===== src/rtl/ctrl_demux2way.sv =====
// Steers one shared control level to one of two timer channels as a single-cycle
// event pulse plus a level-hold flag, with channel freeze while held and post-release lockout.
//
//   state | meaning
//   ------+---------------------------------------------------------------
//   IDLE  | armed; active_sel tracks sel, waiting for a rising edge on in
//   HELD  | event delivered; selection frozen, hold flag up until in falls
//   LOCK  | post-release lockout; rising edges ignored for HOLDOFF cycles
module ctrl_demux2way #(
  parameter int HOLDOFF = 4
) (
  input  logic clk,
  input  logic reset,
  input  logic in,
  input  logic sel,
  output logic out1,
  output logic out2,
  output logic hold1,
  output logic hold2,
  output logic active_sel
);

  localparam int CW = (HOLDOFF > 0) ? $clog2(HOLDOFF + 1) : 1;
  localparam logic [CW-1:0] CNT_LOAD = (HOLDOFF > 0) ? CW'(HOLDOFF - 1) : '0;

  typedef enum logic [1:0] {
    IDLE = 2'd0,
    HELD = 2'd1,
    LOCK = 2'd2
  } state_t;

  state_t        state, state_n;
  logic          in_q;
  logic [CW-1:0] cnt, cnt_n;
  logic          out1_n, out2_n, hold1_n, hold2_n, active_sel_n;

  always_ff @(posedge clk) begin
    if (reset) begin
      state      <= IDLE;
      cnt        <= '0;
      // Start "high" so a level already asserted at reset release is not an edge.
      in_q       <= 1'b1;
      out1       <= 1'b0;
      out2       <= 1'b0;
      hold1      <= 1'b0;
      hold2      <= 1'b0;
      active_sel <= 1'b0;
    end else begin
      state      <= state_n;
      cnt        <= cnt_n;
      in_q       <= in;
      out1       <= out1_n;
      out2       <= out2_n;
      hold1      <= hold1_n;
      hold2      <= hold2_n;
      active_sel <= active_sel_n;
    end
  end

  always_comb begin
    state_n      = state;
    cnt_n        = cnt;
    out1_n       = 1'b0;
    out2_n       = 1'b0;
    hold1_n      = hold1;
    hold2_n      = hold2;
    active_sel_n = active_sel;

    unique case (state)
      IDLE: begin
        active_sel_n = sel;
        if (in && !in_q) begin
          if (sel) begin
            out2_n  = 1'b1;
            hold2_n = 1'b1;
          end else begin
            out1_n  = 1'b1;
            hold1_n = 1'b1;
          end
          state_n = HELD;
        end
      end
      HELD: begin
        if (!in) begin
          hold1_n = 1'b0;
          hold2_n = 1'b0;
          if (HOLDOFF == 0) begin
            state_n = IDLE;
          end else begin
            cnt_n   = CNT_LOAD;
            state_n = LOCK;
          end
        end
      end
      LOCK: begin
        // Entered with HOLDOFF-1, so the lockout spans exactly HOLDOFF cycles.
        if (cnt == '0) begin
          state_n = IDLE;
        end else begin
          cnt_n = cnt - 1'b1;
        end
      end
      default: begin
        state_n = IDLE;
        hold1_n = 1'b0;
        hold2_n = 1'b0;
      end
    endcase
  end

endmodule


===== config.mk =====
export PLATFORM = sky130hd
export DESIGN_NAME = ctrl_demux2way
export DESIGN_NICKNAME = d
export VERILOG_FILES = /design/src/rtl/ctrl_demux2way.sv
export SDC_FILE = /design/constraint.sdc
export NUM_CORES = 1
export LEC_CHECK = 0
export ABC_AREA = 1
export BUFFER_PORTS_ARGS = -buffer_cell sky130_fd_sc_hd__buf_2
export CAP_MARGIN = 20
export CORE_AREA = 2 2 39 41
export DETAILED_ROUTE_END_ITERATION = 10
export DIE_AREA = 0 0 41 43
export SYNTH_ARGS = -nofsm -noshare
export SYNTH_HDL_FRONTEND = slang
export SYNTH_SLANG_ARGS = --single-unit

===== constraint.sdc =====
create_clock -name clk -period 1.6 [get_ports clk]
set_input_delay 0.16 -clock clk [delete_from_list [all_inputs] [get_ports clk]]
set_output_delay 0.16 -clock clk [all_outputs]
set_load 0.05 [all_outputs]

==> impl_metrics.sql <==
INSERT INTO impl_metrics (metric_group, metric, value, unit) VALUES
('status', 'outcome', 'finished, final reports clean', ''),
('timing', 'hold_viol', '0', ''),
('detailed_routing', 'postRouteWirelength', '841', 'microns'),
('power_and_ir_drop', 'final_power', '551.9', 'uW'),
('critical_path', 'worst-endpoint-arrival', '1.28', 'ns'),
('clocking', 'hold_buffers', '0', ''),
('yosys', 'synthMuxAreaShare', '0', ''),
('critical_path', 'cpMaxStageDelayCell', 'sky130_fd_sc_hd__dfxtp_1', ''),
('timing', 'worst_slew_margin_rel', '0.7719', ''),
('timing', 'layout_setup_ws', '0.5366', 'ns'),
('grt', 'grt_first_pass_wirelength', '1421', 'microns'),
('placed_design', 'finalWeightedCongestion', '0.6886', ''),
('grt', 'grt_max_degree', '8', ''),
('clocking', 'cts_tree', 'done', ''),
('critical_path', 'worstSetupEndpointType', 'flip-flop', ''),
('grt', 'overflow', '0', ''),
('timing', 'rsz0062_at_grt', 'no', ''),
('floorplan', 'overall_die_height', '43', 'microns'),
('placed_design', 'port_buffers', '8', ''),
('grt', 'gr-usage-all-layers', '0.1266', ''),
('timing', 'fin_crit', '1.063', 'ns'),
('timing', 'share_of_the_cycle_needed_by_the_critical_path_after_routing', '0.6646', ''),
('layout', 'fillers', '151', ''),
('hold_path', 'hp-class', 'primary input to flip-flop', ''),
('timing', 'max_slew.worst_pin.slew', '0.3396', 'ns'),
('layout', 'multi_input_comb_area', '210.2', 'sq um'),
('floorplan', 'floorplan.io_pins', '9', ''),
('critical_path', 'crit_fanout', '4', ''),
('critical_path', 'critical_path_launch_point_type', 'flip-flop', ''),
('layout', 'postLayoutCoreUtil', '0.4141', ''),
('floorplan', 'coreArea', '1384', 'sq um'),
('timing', 'finalSetupTns', '0', 'ns'),
('detailed_routing', 'vias_per_cell', '4.634', ''),
('floorplan', 'die_width', '41', 'microns'),
('layout', 'finish.net_count', '84', ''),
('power_and_ir_drop', 'power.clock.fraction', '0.344', ''),
('floorplan', 'initial_utilization', '0.3517', ''),
('timing', 'fmax', '0.9404', 'GHz'),
('power_and_ir_drop', 'total_leakage_power', '0.0002795', 'uW'),
('layout', 'instances_no_fill', '93', ''),
('yosys', 'post_synth_instance_area', '486.7', 'sq um'),
('clocking', 'cts.repair.resized', '0', ''),
('yosys', 'share_of_synthesized_area_occupied_by_flip_flops_and_latches', '0.4524', ''),
('critical_path', 'critical_path_buf_inv_count', '2', ''),
('yosys', 'synth_fp_nets', '71', ''),
('critical_path', 'worst-setup-path-type', 'flip-flop to flip-flop', ''),
('power_and_ir_drop', 'power.internal', '401.3', 'uW'),
('power_and_ir_drop', 'pwr_density_cell', '963.0', 'nW/um^2'),
('critical_path', 'crit_path_frequent_cell', 'sky130_fd_sc_hd__inv_1', ''),
('detailed_routing', 'detail_route.iter0.violations', '3', ''),
('clocking', 'worstSkewPairLatency', '0.27', 'ns'),
('run', 'cap_viol_max_count', '0', ''),
('clocking', 'tritoncts_num_sinks', '11', ''),
('power_and_ir_drop', 'irDropWorstVdd', '0.4414', 'mV'),
('timing', 'final.setup_skew', '0.001959', 'ns'),
('detailed_routing', 'detailroute.via_count', '431', ''),
('yosys', 'synth.lib_cells_used.distinct', '14', ''),
('detailed_routing', 'route.detailed.wl_per_inst', '9.043', 'microns'),
('power_and_ir_drop', 'power_frac_seq', '0.523', ''),
('placed_design', 'placement.setup.worst_slack', '0.5350', 'ns'),
('power_and_ir_drop', 'power.net_switching', '150.6', 'uW'),
('clocking', 'clock-root-buffer', 'sky130_fd_sc_hd__clkbuf_4', ''),
('layout', 'syn_to_final_growth', '17.74', '%'),
('critical_path', 'worstPathRequired', '1.81', 'ns'),
('grt', 'antenna_found_initial', '0', ''),
('yosys', 'synth-seq-cells', '11', ''),
('clocking', 'tritoncts.num_buffers', '3', ''),
('critical_path', 'critical_path.top_delay_family', 'flip-flops', ''),
('layout', 'final_layout_size_suffix_gt1_frac', '0.2338', ''),
('floorplan', 'std_cell_rows', '14', ''),
('layout', 'diodes', '0', '');
## worst paths after layout
check	from	end	slack, ns	cells past startpoint
worst max-delay path	cnt[0]	cnt[2]	0.54	7
worst min-delay path	reset	hold1	0.09	2
worst max register to register	cnt[0]	cnt[2]	0.54	7
worst min register to register	hold1	hold1	0.47	2
## kinds of logic (layout without fill, tap and decap cells)
group,after synthesis,count (layout)
AO/OA/AOI/OAI,12,12
AND/OR/NAND/NOR,25,25
flip-flops,11,11
buffers and inverters,15,27
adder cells (fa/ha/maj),2,2
## placed cells by master (no fill, tap or decap)
cell type and instances:
sky130_fd_sc_hd__a21oi_1 3, sky130_fd_sc_hd__ha_1 2, sky130_fd_sc_hd__clkbuf_1 1, sky130_fd_sc_hd__nand4_1 1, sky130_fd_sc_hd__o21ai_0 8, sky130_fd_sc_hd__a21oi_2 1
sky130_fd_sc_hd__clkbuf_4 3, sky130_fd_sc_hd__nand3_1 3, sky130_fd_sc_hd__dfxtp_1 11, sky130_fd_sc_hd__nand2_2 3, sky130_fd_sc_hd__inv_2 1, sky130_fd_sc_hd__nand2_1 8
sky130_fd_sc_hd__buf_2 8, sky130_fd_sc_hd__nor3_1 1, sky130_fd_sc_hd__nor2_1 7, sky130_fd_sc_hd__inv_1 14, sky130_fd_sc_hd__nand3_2 2
## stage by stage
stage	cell area [sq um]	hold slack [ns]
global route	573.1	0.08306
finish	573.1	0.08677
detailed placement	546.8	0.3740
floorplan	486.7	0.2224
global placement	546.8	0.3703
CTS	573.1	0.08156
## Yosys cell counts
| cell | count | area [sq um] |
|---|---|---|
| sky130_fd_sc_hd__o21ai_0 | 8 | 40.04 |
| sky130_fd_sc_hd__nand3_1 | 3 | 15.01 |
| sky130_fd_sc_hd__nor3_1 | 1 | 5.000 |
| sky130_fd_sc_hd__nor2_1 | 7 | 26.28 |
| sky130_fd_sc_hd__nand2_2 | 3 | 18.77 |
| sky130_fd_sc_hd__nand2_1 | 8 | 30.03 |
| sky130_fd_sc_hd__a21oi_2 | 1 | 8.760 |
| sky130_fd_sc_hd__nand3_2 | 2 | 20.02 |
| sky130_fd_sc_hd__inv_1 | 14 | 52.55 |
| sky130_fd_sc_hd__nand4_1 | 1 | 6.260 |
| sky130_fd_sc_hd__ha_1 | 2 | 25.02 |
| sky130_fd_sc_hd__dfxtp_1 | 11 | 220.2 |
| sky130_fd_sc_hd__inv_2 | 1 | 3.750 |
| sky130_fd_sc_hd__a21oi_1 | 3 | 15.01 |
## routing by layer
metal	GRT usage	vias to the layer above	wire length, microns
met5	0	-	0
met4	0.06000	0	16
met3	0.09424	4	63
met2	0.2000	9	415
met1	0.1129	192	346
li1	-	226	-
## state kept, by name, summed over array words and instances (netlist names)
signal,cells
active_sel,1
cnt,3
hold1,1
hold2,1
in_q,1
out1,1
out2,1
state,2
## worst register-to-register path: stages, from the launching register on
cell                      delay [ns]
sky130_fd_sc_hd__dfxtp_1        0.31
sky130_fd_sc_hd__inv_1          0.06
sky130_fd_sc_hd__ha_1           0.19
sky130_fd_sc_hd__nand2_1        0.07
sky130_fd_sc_hd__nand3_2        0.08
sky130_fd_sc_hd__o21ai_0        0.16
sky130_fd_sc_hd__inv_1          0.06
sky130_fd_sc_hd__nor2_1         0.07
## area by class of cell
type,instances,area share
clock buffers,4,0.04585
inverters,15,0.09825
multi-input cells,39,0.3668
flip-flops and latches,11,0.3843
well taps,16,0.03493
repair buffers,8,0.06987
## power by group through the flow
| stage | registers (uW) | clock network, uW | logic (uW) |
|---|---|---|---|
| global placement | 295 | 0 | 73.1 |
| finish | 289 | 190 | 73.1 |
| floorplan | 316 | 0 | 33.6 |
| CTS | 289 | 202 | 74.5 |
| global route | 290 | 215 | 82.2 |
| detailed placement | 295 | 0 | 74.3 |
Note: power is estimated with default switching activity, not from simulation.
